==> src/rtl/instr_fetch_queue.sv <==
// instr_fetch_queue
// Instruction-fetch front end: a registered fetch PC issues single-outstanding
// requests to instruction memory, and returned words are queued together with
// their PC for decode. Decode may redirect fetch at any time (taken branch/jump).
//
// Ports:
//   clk, reset                clock, asynchronous active-high reset
//   mem_req/mem_addr/mem_gnt  request channel (byte address, held until grant)
//   mem_rvalid/mem_rdata      response channel (one response per grant)
//   inst_valid/inst_ready     queue head handshake towards decode
//   inst_data/inst_pc         head instruction and its PC
//   inst_pcplus4              head PC + 4 (link value)
//   redirect_valid/_pc        flush queue and restart fetch at redirect_pc
module instr_fetch_queue #(
  parameter int                XLEN        = 32,
  parameter int                IMEM_ADDR_W = 5,
  parameter int                QUEUE_DEPTH = 4,
  parameter logic [XLEN-1:0]   RESET_PC    = {XLEN{1'b0}}
) (
  input  logic                   clk,
  input  logic                   reset,
  output logic                   mem_req,
  output logic [IMEM_ADDR_W-1:0] mem_addr,
  input  logic                   mem_gnt,
  input  logic                   mem_rvalid,
  input  logic [XLEN-1:0]        mem_rdata,
  output logic                   inst_valid,
  input  logic                   inst_ready,
  output logic [XLEN-1:0]        inst_data,
  output logic [XLEN-1:0]        inst_pc,
  output logic [XLEN-1:0]        inst_pcplus4,
  input  logic                   redirect_valid,
  input  logic [XLEN-1:0]        redirect_pc
);

  localparam int              PW          = $clog2(QUEUE_DEPTH);
  localparam int              CW          = PW + 1;
  localparam logic [XLEN-1:0] PC_STEP     = XLEN'(4);
  localparam logic [XLEN-1:0] PC_LOW_MASK = XLEN'(3);
  localparam logic [PW-1:0]   PTR_ONE     = PW'(1);
  localparam logic [CW-1:0]   CNT_ONE     = CW'(1);
  localparam logic [CW:0]     DEPTH_OCC   = (CW+1)'(QUEUE_DEPTH);

  // Fetch / handshake state
  logic [XLEN-1:0] r_fetch_pc;
  logic [XLEN-1:0] r_hold_pc;     // PC of a request that is waiting for grant
  logic [XLEN-1:0] r_out_pc;      // PC of the request in flight
  logic            r_hold;
  logic            r_outstanding;
  logic            r_stale;       // in-flight (or held) request belongs to a flushed path

  // Queue state
  logic [XLEN-1:0] r_q_pc   [QUEUE_DEPTH];
  logic [XLEN-1:0] r_q_inst [QUEUE_DEPTH];
  logic [PW-1:0]   r_head;
  logic [PW-1:0]   r_tail;
  logic [CW-1:0]   r_count;

  logic [XLEN-1:0] w_req_pc;
  logic [XLEN-1:0] w_redir_target;
  logic [CW:0]     w_occ;
  logic            w_rsp_busy;
  logic            w_new_req;
  logic            w_grant;
  logic            w_grant_stale;
  logic            w_push;
  logic            w_pop;

  // A response in this cycle frees the single outstanding slot right away,
  // which is what allows back-to-back fetch at one instruction per cycle.
  assign w_rsp_busy = (r_outstanding | r_stale) & ~mem_rvalid;

  // Occupancy counts queued entries plus a live (non-stale) request in flight;
  // a response arriving now is still counted, since it turns into a push.
  assign w_occ = {1'b0, r_count} + {{CW{1'b0}}, (r_outstanding & ~r_stale)};

  // Fresh requests are suppressed in a redirect cycle so the first request
  // after a redirect is always for the target.
  assign w_new_req = ~reset & ~redirect_valid & ~w_rsp_busy & (w_occ < DEPTH_OCC);

  // A held request keeps mem_req and mem_addr stable until it is granted.
  assign mem_req        = r_hold | w_new_req;
  assign w_req_pc       = r_hold ? r_hold_pc : r_fetch_pc;
  assign mem_addr       = w_req_pc[IMEM_ADDR_W-1:0];
  assign w_grant        = mem_req & mem_gnt;
  assign w_grant_stale  = r_hold & r_stale;
  assign w_redir_target = redirect_pc & ~PC_LOW_MASK;

  assign w_push = mem_rvalid & r_outstanding & ~r_stale & ~redirect_valid;
  assign w_pop  = inst_valid & inst_ready & ~redirect_valid;

  assign inst_valid   = (r_count != {CW{1'b0}});
  assign inst_data    = inst_valid ? r_q_inst[r_head] : {XLEN{1'b0}};
  assign inst_pc      = inst_valid ? r_q_pc[r_head]   : {XLEN{1'b0}};
  assign inst_pcplus4 = inst_pc + PC_STEP;

  // Fetch PC, request hold and outstanding/stale tracking
  always_ff @(posedge clk or posedge reset) begin
    if (reset) begin
      r_fetch_pc    <= RESET_PC;
      r_hold_pc     <= RESET_PC;
      r_out_pc      <= {XLEN{1'b0}};
      r_hold        <= 1'b0;
      r_outstanding <= 1'b0;
      r_stale       <= 1'b0;
    end else begin
      r_hold    <= mem_req & ~mem_gnt;
      r_hold_pc <= w_req_pc;

      if (redirect_valid) begin
        r_fetch_pc <= w_redir_target;
      end else if (w_grant && !w_grant_stale) begin
        r_fetch_pc <= r_fetch_pc + PC_STEP;
      end

      if (w_grant) begin
        r_outstanding <= 1'b1;
        r_out_pc      <= w_req_pc;
      end else if (mem_rvalid) begin
        r_outstanding <= 1'b0;
      end

      // Hold and outstanding are mutually exclusive, so a redirect marks
      // whichever one exists; a same-cycle response is dropped via w_push.
      if (redirect_valid && ((r_outstanding && !mem_rvalid) || r_hold)) begin
        r_stale <= 1'b1;
      end else if (mem_rvalid) begin
        r_stale <= 1'b0;
      end
    end
  end

  // Queue pointers and count; redirect empties the queue
  always_ff @(posedge clk or posedge reset) begin
    if (reset) begin
      r_head  <= {PW{1'b0}};
      r_tail  <= {PW{1'b0}};
      r_count <= {CW{1'b0}};
    end else if (redirect_valid) begin
      r_head  <= {PW{1'b0}};
      r_tail  <= {PW{1'b0}};
      r_count <= {CW{1'b0}};
    end else begin
      if (w_push) begin
        r_tail <= r_tail + PTR_ONE;
      end
      if (w_pop) begin
        r_head <= r_head + PTR_ONE;
      end
      case ({w_push, w_pop})
        2'b10:   r_count <= r_count + CNT_ONE;
        2'b01:   r_count <= r_count - CNT_ONE;
        default: r_count <= r_count;
      endcase
    end
  end

  // Queue storage; contents are only observed through a valid head
  always_ff @(posedge clk) begin
    if (w_push) begin
      r_q_pc[r_tail]   <= r_out_pc;
      r_q_inst[r_tail] <= mem_rdata;
    end
  end

endmodule
==> config.mk <==
export PLATFORM = sky130hd
export DESIGN_NAME = instr_fetch_queue
export DESIGN_NICKNAME = d
export VERILOG_FILES = /design/src/rtl/instr_fetch_queue.sv
export SDC_FILE = /design/constraint.sdc
export NUM_CORES = 1
export LEC_CHECK = 0
export ABC_AREA = 1
export CORE_AREA = 3 3 207 209
export DETAILED_ROUTE_END_ITERATION = 12
export DIE_AREA = 0 0 210 212
export GPL_TIMING_DRIVEN = 0
export MAX_ROUTING_LAYER = met4
export PLACE_DENSITY = 0.59
export SETUP_SLACK_MARGIN = 0.5
export SYNTH_ARGS = -nofsm -noshare
export SYNTH_HDL_FRONTEND = slang
export SYNTH_SLANG_ARGS = --single-unit
==> constraint.sdc <==
create_clock -name clk -period 4.1 [get_ports clk]
set_input_delay 0.41 -clock clk [delete_from_list [all_inputs] [get_ports clk]]
set_output_delay 0.41 -clock clk [all_outputs]
set_load 0.03 [all_outputs]
==> results of run 1 <==
-- how the worst max path moves through the flow --
stage | startpoint | endpoint | slack, ns | depth (start not counted)
6_report | r_count[1]$_DFFE_PP0P_ | inst_pcplus4[14] | 0.61 | 13
5_1_grt | r_count[1]$_DFFE_PP0P_ | inst_pcplus4[22] | 0.45 | 15
4_1_cts | r_count[1]$_DFFE_PP0P_ | inst_pcplus4[26] | 0.45 | 14
3_5_place_dp | r_count[0]$_DFFE_PP0P_ | inst_pcplus4[26] | 0.20 | 14
3_3_place_gp | mem_rvalid | r_q_pc[1][26]$_DFFE_PP_ | -2.84 | 5
2_1_floorplan | r_stale$_DFFE_PP0P_ | r_q_inst[0][0]$_DFFE_PP_ | 0.07 | 5
-- metrics by stage --
stage / util / setup TNS, ns
global placement: 0.4574 / -798.45
global route: 0.4976 / 0
detailed placement: 0.4655 / 0
CTS: 0.4961 / 0
finish: 0.4976 / 0
floorplan: - / 0
-- cell type report --
type	instances	area share
flip-flops and latches	360	0.5041
multi-input cells	1163	0.2584
repair buffers	187	0.1005
clock buffers	53	0.05137
well taps	532	0.03261
plain buffers	82	0.02336
inverters	123	0.02274
clock inverters	15	0.006866
-- cells in the final DEF (no fill, tap or decap), types with 25 or more instances in the layout --
cell / instances
o21ai_0: 139
clkdlybuf4s50_1: 137
inv_1: 113
nand2_1: 508
a21oi_1: 44
clkbuf_1: 38
clkbuf_16: 39
dfrtp_1: 104
nand3_1: 121
buf_4: 25
edfxtp_1: 256
nor2_1: 229
-- routing by layer --
| metal | vias up | wire length (µm) |
|---|---|---|
| met5 | - | 0 |
| met4 | 0 | 903 |
| met3 | 61 | 2602 |
| met2 | 359 | 20740 |
| met1 | 5970 | 20730 |
| li1 | 6153 | - |
-- critical path, delay by kind of cell, from the launching register on --
| kind | cells | cell delay [ns] |
|---|---|---|
| adders and majority gates | 1 | 0.18 |
| and+or+nand+nor | 4 | 0.54 |
| AOI/OAI and AO/OA | 1 | 0.20 |
| DFF | 1 | 0.39 |
| buffers and inverters | 6 | 1.08 |
| xor gates and xnor gates | 1 | 0.16 |
-- registers in the layout, summed over array words and instances (netlist names) --
name,count
r_stale,1
r_hold,1
r_count,3
r_hold_pc,32
r_fetch_pc,30
r_q_inst,128
r_q_pc,128
r_tail,2
r_outstanding,1
r_head,2
r_out_pc,32
-- Yosys cell counts, types with 3 or more instances --
cell type | count | area, µm²
buf_6 | 9 | 101.4
edfxtp_1 | 256 | 7687
nor2_1 | 234 | 878.3
or2_2 | 6 | 37.54
nand4_1 | 13 | 81.33
nand2_2 | 6 | 37.54
a21oi_1 | 45 | 225.2
nor2_2 | 18 | 112.6
nand2_1 | 508 | 1907
xor2_1 | 22 | 192.7
buf_4 | 13 | 97.59
o21ai_1 | 4 | 20.02
clkbuf_1 | 32 | 120.1
xnor2_1 | 3 | 26.28
dfrtp_1 | 104 | 2603
o21ai_0 | 141 | 705.7
nor3_1 | 12 | 60.06
a31oi_1 | 4 | 25.02
buf_2 | 20 | 100.1
ha_1 | 6 | 75.07
inv_2 | 8 | 30.03
inv_1 | 115 | 431.7
nand3_1 | 121 | 605.6
buf_1 | 8 | 30.03
nand3_2 | 5 | 50.05
o211ai_1 | 3 | 22.52
nor2_4 | 6 | 67.56
-- repair_timing --
action,4_1_cts,5_1_grt
setup endpoints to repair,56,47
pin swaps,1,2
gates resized for setup,62,27
setup buffers,2,4
-- cell families (layout without fill, tap and decap cells) --
family          count (synthesis)  count (layout)
simple gates                  933             933
xor+xnor                       25              25
buf+inv                       205             460
flops                         360             360
compound gates                198             198
fa+ha+maj                       7               7
-- power by group through the flow --
stage               combinational [mW]  clock, mW  sequential [mW]
floorplan                         3.09          0             4.69
global placement                  5.00          0             4.81
detailed placement                5.05          0             4.83
CTS                               5.07       3.36             4.76
global route                      5.47       3.51             4.81
finish                            5.04       3.29             4.76
==> impl_metrics.yaml, run 1 <==
synthesis:
  synth.distinct_cells: 33
  synth_top_family_by_area: "simple AND/OR/NAND/NOR gates"
  syn_inst: 1728
  synth_edf_count: 256
  synth_ff_type: "edfxtp_1"
  synth_xor_area_frac: 0.01335
  synth.cell_area_um2: 16400
  yosys_register_bits: 360
  synth_nets: 1805
  synth_seq_area_share: 0.6273
  yosys.area_share.simple: 0.2368
  ys_warn_count: 0
  avgSynthCellArea_um2: 9.493
  muxShareOfSynthArea: 0
  synthAdderAreaFrac: 0.005797
  synth_compound_area_frac: 0.06125
  synth_async_sr_flop_share: 0.2889
routing:
  drt_iter0_markers: 732
  wl_mm: 44.98
  dr.pass1.iters: 5
  vias: 12543
  post_drt_wl_per_cell_um: 17.89
  drc_errors: 0
  final_antenna_net_count: 0
  vias_per_cell: 4.987
global_routing:
  antenna_found_initial: 0
  grt.busiest_layer: "met2"
  grt_first_pass_wirelength_mm: 69.61
  use_met1: 0.2846
  gr-usage-met2: 0.3296
  grt_pass1_vias: 12192
  track_usage: 0.2064
  grt_start_max_net_pins: 60
  use_met3: 0.02612
  grt_overflow: 0
place:
  place_inst: 2441
  globalplace.congestion: 0.9193
  io_buffers: 169
  placed_cell_area_um2: 19090
  pre_cts_ws_ns: 0.2018
  dpl.hpwl_mm: 32.50
clocking:
  clock-root-buffer: "clkbuf_16"
  holdBufCountCts: 0
  cts_tree: "yes"
  clockBufferDepth: 3
  clk_transition_reported_paths_ns: 0.06
  h-tree-depth: 2
  clock-sinks: 360
  clock_latency_ns: 0.55
  cts_buffers: 39
power_and_ir_drop:
  p_leak_nw: 8.350
  cellInternalPower_mw: 7.983
  pwr-share-seq: 0.364
  power_density_nw_per_um2: 641.4
  finalPower_mw: 13.09
  switching_share: 0.3902
  ir_drop_v: 0.0003324
  power.switching_mw: 5.108
  comb_power_share: 0.385
  clockPowerShare: 0.251
final_layout:
  nets: 2033
  seq_area_um2: 10290
  drive_above_1_share: 0.09834
  fillers: 3811
  fin_area_um2: 20410
  multi_input_area_um2: 5275
  final_cells: 2515
  areaGrowthSynthToFinish_pct: 24.43
  diodes: 0
worst_setup_path:
  r2r-start: "r_stale$_DFFE_PP0P_"
  worst_path_max_delay_cell: "dlygate4sd2_1"
  crit_chain: "inv_1, nand3_4, inv_2, buf_4, buf_4, a21oi_4, ha_4, nand2_1, nor2_4, inv_1, nor2_2, xor2_1, dlygate4sd2_1"
  reg2reg_slack_ns: 1.47
  critPathCaptureType: "primary output"
  critical_path_arrival_ns: 3.08
  rr_endpoint: "r_q_pc[2][25]$_DFFE_PP_"
  rr_worst_depth: 7
  crit_required_ns: 3.69
  cp_max_fo: 10
  worst_path_largest_cell_delay_ns: 0.41
  cp-start-kind: "flip-flop"
  worst-setup-path-type: "reg2out"
floorplanning:
  fp.dieArea_um2: 44520
  fp-row-count: 74
  io_pins: 173
  core_area_um2: 41020
  die_h_um: 212
  die_w_um: 210
  initial_utilization: 0.3999
sta:
  hold_violations: 0
  rsz0062_at_grt: "true"
  post-route-period-util: 0.8505
  fin_ws_ns: 0.6129
  max_freq_mhz: 286.8
  drv_slew: 0
  relSlewSlack: 0.3922
  skew_ns: 0.02165
  worst_pin_slew_ns: 0.9096
  finalSetupViolations: 0
  timing.hold.ws_ns: 0.3459
  min_period_ns: 3.487
worst_hold_path:
  min_path_cells: 5
  hold-path-endpoint: "r_fetch_pc[13]$_DFFE_PP0P_"
  hold_path_class: "in2reg"
  hp-start: "redirect_valid"
flow_run:
  maxCapViolCount: 0
status:
  status: "finished, final reports clean"
(Power assumes the default switching activity.)
==> run 2: changes to the inputs <==
--- a/config.mk
+++ b/config.mk
@@ -7,6 +7,7 @@
 export LEC_CHECK = 0
 export ABC_AREA = 1
 export CORE_AREA = 3 3 207 209
+export CTS_CLUSTER_SIZE = 24
 export DETAILED_ROUTE_END_ITERATION = 12
 export DIE_AREA = 0 0 210 212
 export GPL_TIMING_DRIVEN = 0
==> results of run 2 <==
Same layout as run 1: the final DEF is identical, and so are final timing and power.
